`config.mk`:
```
export PLATFORM = sky130hd
export DESIGN_NAME = lsu_mem_ctrl
export DESIGN_NICKNAME = d
export VERILOG_FILES = /design/src/rtl/lsu_pkg.sv /design/src/rtl/lsu_load_format.sv /design/src/rtl/lsu_mem_ctrl.sv
export SDC_FILE = /design/constraint.sdc
export NUM_CORES = 1
export LEC_CHECK = 0
export ABC_AREA = 1
export CAP_MARGIN = 20
export CORE_MARGIN = 5
export CORE_UTILIZATION = 28
export DETAILED_ROUTE_END_ITERATION = 12
export DONT_BUFFER_PORTS = 1
export HOLD_SLACK_MARGIN = 0.05
export SLEW_MARGIN = 20
export SYNTH_ARGS = -nofsm -noshare
export SYNTH_HDL_FRONTEND = slang
export SYNTH_SLANG_ARGS = --single-unit
export TNS_END_PERCENT = 20
```
`constraint.sdc`:
```
create_clock -name clk -period 4.6 [get_ports clk]
set_clock_uncertainty 0.1 [all_clocks]
set_input_delay 0.92 -clock clk [delete_from_list [all_inputs] [get_ports clk]]
set_output_delay 0.92 -clock clk [all_outputs]
set_load 0.05 [all_outputs]
```
`src/rtl/lsu_pkg.sv`:
```
// Shared types for the load/store unit: access size encoding, FSM states and
// the offset alignment mask helper.
package lsu_pkg;

    typedef enum logic [1:0] {
        SZ_B = 2'd0,
        SZ_H = 2'd1,
        SZ_W = 2'd2,
        SZ_D = 2'd3
    } lsu_size_e;

    typedef enum logic [2:0] {
        IDLE   = 3'd0,
        READ   = 3'd1,
        RMW_RD = 3'd2,
        WRITE  = 3'd3,
        RESP   = 3'd4
    } lsu_state_e;

    localparam logic [2:0] ALIGN_MASK = 3'b111;

    // Offset bits that may legally be set for an access of this size.
    function automatic logic [2:0] size_off_mask(input lsu_size_e sz);
        return ALIGN_MASK << sz;
    endfunction

endpackage

```
`src/rtl/lsu_load_format.sv`:
```
// Load data formatter: shifts the addressed field down from the captured
// doubleword and sign- or zero-extends it to 64 bits.
module lsu_load_format
    import lsu_pkg::*;
(
    input  logic [63:0] data,
    input  logic [2:0]  off,
    input  lsu_size_e   size,
    input  logic        is_unsigned,
    output logic [63:0] rdata
);

    logic [63:0] field;

    always_comb begin
        field = data >> {off, 3'b000};
        rdata = field;
        case (size)
            SZ_B:    rdata = {{56{~is_unsigned & field[7]}},  field[7:0]};
            SZ_H:    rdata = {{48{~is_unsigned & field[15]}}, field[15:0]};
            SZ_W:    rdata = {{32{~is_unsigned & field[31]}}, field[31:0]};
            default: rdata = field;
        endcase
    end

endmodule

```
`src/rtl/lsu_mem_ctrl.sv`:
```
// Load/store unit in front of a 64-bit memory without byte enables; narrow
// stores use read-modify-write. `LSU_MISALIGN_TRAP_EN enables misalignment faults.
module lsu_mem_ctrl
    import lsu_pkg::*;
(
    input  logic        clk,
    input  logic        reset,
    input  logic        req_valid,
    output logic        req_ready,
    input  logic        req_write,
    input  logic [1:0]  req_size,
    input  logic        req_unsigned,
    input  logic [63:0] req_addr,
    input  logic [63:0] req_wdata,
    output logic        resp_valid,
    output logic [63:0] resp_rdata,
    output logic        resp_fault,
    output logic [63:0] mem_addr,
    output logic [63:0] mem_wdata,
    output logic        mem_write,
    output logic        mem_read,
    input  logic [63:0] mem_rdata,
    output lsu_state_e  state_dbg
);

    // Handshake: a request transfers on a posedge where req_valid && req_ready;
    // req_ready is high only in IDLE, and req_valid elsewhere is ignored.

    lsu_state_e  state_q, state_d;
    logic [63:3] addr_q;
    logic [63:0] data_q, wdata_q, merged, wdata_shift, fmt_rdata;
    lsu_size_e   size_q, req_sz;
    logic [2:0]  off_q, req_off;
    logic [7:0]  lane_mask;
    logic        uns_q, write_q, fault_q, misaligned;

    assign req_sz = lsu_size_e'(req_size);

`ifdef LSU_MISALIGN_TRAP_EN
    assign misaligned = |(req_addr[2:0] & ~size_off_mask(req_sz));
    assign req_off    = req_addr[2:0];
`else
    assign misaligned = 1'b0;
    assign req_off    = req_addr[2:0] & size_off_mask(req_sz);
`endif

    always_ff @(posedge clk) begin
        if (reset) state_q <= IDLE;
        else       state_q <= state_d;
    end

    always_comb begin
        state_d    = state_q;
        req_ready  = 1'b0;
        mem_read   = 1'b0;
        mem_write  = 1'b0;
        resp_valid = 1'b0;
        case (state_q)
            IDLE: begin
                req_ready = 1'b1;
                if (req_valid) begin
                    if (misaligned)       state_d = RESP;
                    else if (!req_write)  state_d = READ;
                    else if (req_sz == SZ_D) state_d = WRITE;
                    else                  state_d = RMW_RD;
                end
            end
            READ: begin
                mem_read = 1'b1;
                state_d  = RESP;
            end
            RMW_RD: begin
                mem_read = 1'b1;
                state_d  = WRITE;
            end
            WRITE: begin
                mem_write = 1'b1;
                state_d   = RESP;
            end
            RESP: begin
                resp_valid = 1'b1;
                state_d    = IDLE;
            end
            default: state_d = IDLE;
        endcase
        // A reset landing mid-access must never reach the memory.
        mem_read  = mem_read & ~reset;
        mem_write = mem_write & ~reset;
    end

    // Byte lanes off..off+n-1 take store data; the rest keep the memory value.
    always_comb begin
        lane_mask   = ((8'd1 << (4'd1 << size_q)) - 8'd1) << off_q;
        wdata_shift = wdata_q << {off_q, 3'b000};
        merged      = mem_rdata;
        for (int i = 0; i < 8; i++) begin
            if (lane_mask[i]) merged[8*i +: 8] = wdata_shift[8*i +: 8];
        end
    end

    always_ff @(posedge clk) begin
        if (reset) begin
            addr_q  <= '0;
            data_q  <= '0;
            wdata_q <= '0;
            size_q  <= SZ_B;
            off_q   <= '0;
            uns_q   <= 1'b0;
            write_q <= 1'b0;
            fault_q <= 1'b0;
        end else begin
            case (state_q)
                IDLE: begin
                    if (req_valid) begin
                        addr_q  <= req_addr[63:3];
                        data_q  <= req_wdata;
                        wdata_q <= req_wdata;
                        size_q  <= req_sz;
                        off_q   <= req_off;
                        uns_q   <= req_unsigned;
                        write_q <= req_write;
                        fault_q <= misaligned;
                    end
                end
                READ:    data_q <= mem_rdata;
                RMW_RD:  data_q <= merged;
                default: ;
            endcase
        end
    end

    lsu_load_format u_load_format (
        .data        (data_q),
        .off         (off_q),
        .size        (size_q),
        .is_unsigned (uns_q),
        .rdata       (fmt_rdata)
    );

    assign mem_addr   = {addr_q, 3'b000};
    assign mem_wdata  = data_q;
    assign resp_fault = (state_q == RESP) && fault_q;
    assign resp_rdata = (state_q == RESP && !write_q && !fault_q) ? fmt_rdata : '0;
    assign state_dbg  = state_q;

endmodule

```
==> reports/metrics.csv <==
stage,metric,value,unit
grt,grt_max_degree,109,
critical_path,cp-start-kind,flip-flop,
clocking,h-tree-depth,4,
clocking,cts_buffers,17,
floorplan,die_x,221,µm
layout,seqCellArea,3990,µm²
timing,worst_slew_pin_slew,1.01,ns
clocking,cts_tree,done,
routing,drc,0,
timing,setup-tns-final,0,ns
synthesis,synth_edf_count,0,
power,switchingPower,3.38,mW
routing,vias_per_cell,5.51,
critical_path,crit_path_cell_trace,inv_1 -> buf_4 -> nand2_1 -> nand3_1 -> o21ai_1 -> inv_1 -> nand3_4 -> nand2_2 -> o21ai_4 -> nor2_1 -> buf_4,
grt,grt_pass1_wl,91800,µm
power,p_sw_frac,0.500,
clocking,ctsHoldBuffers,0,
floorplan,die-area,48900,µm²
power,powerDensity,485,nW/µm²
timing,setup_viol,0,
power,combPwrFrac,0.330,
power,clockPowerShare,0.229,
power,internal_power,3.37,mW
synthesis,ys_seq_area_frac,0.319,
place,port_buffers,0,
hold_path,hold_path_class,reg -> reg,
timing,fin_crit,4.33,ns
clocking,clockBufferDepth,2,
synthesis,synthArstFlopShare,0,
floorplan,initial_core_util,0.283,
layout,final_cell_mix,"nand2_1 (356), o21ai_0 (277), nor2_1 (244)",
critical_path,cp_slowest_cell,o21ai_4,
power,p_total,6.75,mW
critical_path,criticalPathCategory,reg -> out,
synthesis,yosys_most_used_dff,dfxtp_1,
clocking,root_buffer,clkbuf_16,
clocking,worst_skew_pair.late_latency,0.47,ns
clocking,post_cts_buffers,0,
layout,drive_gt1_frac,0.0971,
grt,overflow,0,
critical_path,setup.worst_path.start,off_q[0]$_SDFFE_PP0P_,
routing,wl_per_cell,25.0,µm
synthesis,ys_ff_latch,199,
place,place_congestion,0.981,
critical_path,crit_required,3.58,ns
clocking,cts.sinks,199,
synthesis,syn-instance-count,1965,
layout,synthToLayoutAreaGrowth,11.6,%
floorplan,core_area,44100,µm²
critical_path,slowest_delay,0.61,ns
critical_path,cp_max_fo,32,
power,p_seq_frac,0.441,
routing,final_antenna_net_count,0,
floorplan,rows,77,
grt,antenna_found_initial,4,
routing,wl,63400,µm
critical_path,crit_buf_inv,4,
clocking,cts.clk_slew.worst_paths,0.08,ns
run_status,outcome,"complete, no violations",
layout,finalNetCount,2123,
synthesis,syn_avg_cell_area,6.35,µm²
place,dp_hpwl,49100,µm
routing,drt_iter0_drc,1209,
grt,grt_pass1_vias,13400,
synthesis,synth.cell_area,12500,µm²
synthesis,yosysUniqueCellTypes,45,
critical_path,worst_r2r_startpoint,state_dbg[2]$_SDFFE_PP0P_,
critical_path,critPathTopFamily,buffers and inverters,
critical_path,cp-end-kind,output pin,
layout,multi_input_area,7070,µm²
timing,hold_viol,0,
critical_path,cp.arrival,3.31,ns
synthesis,yosys_warnings,0,
routing,vias,13900,
timing,fmax,0.231,GHz
floorplan,die_h,221,µm
power,vdd_drop_max,335,µV
layout,final_common_cell,nand2_1,
job,max-cap-violations,0,
timing,max_slew_margin,0.322,
power,power.leakage,5.89,nW
floorplan,ios,399,
timing,slew_viol_final,0,
layout,fillCellCount,4978,
timing,rsz0062_at_grt,false,
hold_path,holdCritStartpoint,wdata_q[61]$_SDFFE_PP0P_,
grt,grt_usage,0.245,
timing,period_share,0.941,
routing,first_pass_iters,7,
[state kept, by name, indices dropped and copies added, names as in the netlist]
name,count
write_q,1
size_q,2
mem_wdata,64
addr_q,61
off_q,3
uns_q,1
state_dbg,3
wdata_q,64
[through the flow]
stage | setup WS, ns | cell area, µm² | instances | utilization | hold WS [ns]
2_1_floorplan | -0.0750 | 12500 | 1968 | - | 0.323
3_3_place_gp | 0.640 | 13300 | 2496 | 0.302 | 0.344
3_5_place_dp | 0.522 | 13300 | 2496 | 0.302 | 0.349
4_1_cts | 0.0706 | 13900 | 2528 | 0.315 | 0.360
5_1_grt | 0.0264 | 13900 | 2528 | 0.315 | 0.369
6_report | 0.271 | 13900 | 2532 | 0.315 | 0.364
[worst register-to-register path: stages, from the launching register on]
cell	delay [ns]
dfxtp_1	0.73
nor2_2	0.13
nand2_1	0.64
nand2_1	0.26
nor2_4	0.17
buf_4	0.63
a221oi_1	0.22
a21oi_1	0.24
[what timing repair did]
action	in CTS	in global routing
endpoints found under the hold margin	0	0
pin swaps	0	0
setup endpoints to repair	2	32
gates resized for setup	1	1
[layer usage]
layer  track usage  share of wire
met5             0        0.00020
met4        0.0840          0.035
met3        0.0759          0.089
met2         0.410           0.47
met1         0.298           0.41
[final cells by class]
cell class                      instances  area share
Clock inverter                         13      0.0102
Sequential cell                       199       0.287
Antenna cell                            4    0.000719
Timing Repair Buffer                   94      0.0588
Clock buffer                           19      0.0318
Tap cell                              592      0.0532
Inverter                              186      0.0508
Multi-Input combinational cell       1425       0.508
[worst paths after layout]
check / to / slack, ns / depth (start not counted)
max: resp_rdata[40] / 0.27 / 11
max reg2reg: mem_wdata[48]$_SDFFE_PP0P_ / 1.41 / 7
min reg2reg: wdata_q[61]$_SDFFE_PP0P_ / 0.36 / 2
min: wdata_q[61]$_SDFFE_PP0P_ / 0.36 / 2
[cells in the mapped netlist (all sizes together) (5+ instances only)]
cell | n | area, µm²
o21ai | 335 | 1690
nand4 | 5 | 31.3
nand2 | 364 | 1390
buf | 77 | 480
inv | 185 | 694
nand3 | 124 | 648
nor2 | 253 | 985
dfxtp | 199 | 3980
a221oi | 48 | 420
o211ai | 51 | 383
a211oi | 25 | 198
or2 | 13 | 81.3
a22oi | 11 | 87.6
a31oi | 16 | 100
a21oi | 155 | 802
mux2i | 9 | 90.1
clkbuf | 81 | 304
[power by group through the flow]
stage	sequential (mW)	combinational (mW)	clock, mW
floorplan	2.85	1.48	0
global placement	3.01	2.18	0
detailed placement	3.01	2.20	0
CTS	2.97	2.20	1.57
global route	3.00	2.42	1.64
finish	2.98	2.23	1.55
[kinds of logic (layout without fill, tap and decap cells)]
logic type | Yosys count | count (layout) | share of synthesized area
muxes | 9 | 9 | 0.00722
DFF | 199 | 199 | 0.319
other | 1 | 8 | 0.000301
adders and majority gates | 1 | 1 | 0.00100
AOI/OAI and AO/OA | 644 | 644 | 0.298
buffers and inverters | 344 | 312 | 0.119
and+or+nand+nor | 767 | 767 | 0.255
No activity file was read; power rests on OpenSTA's default activity.
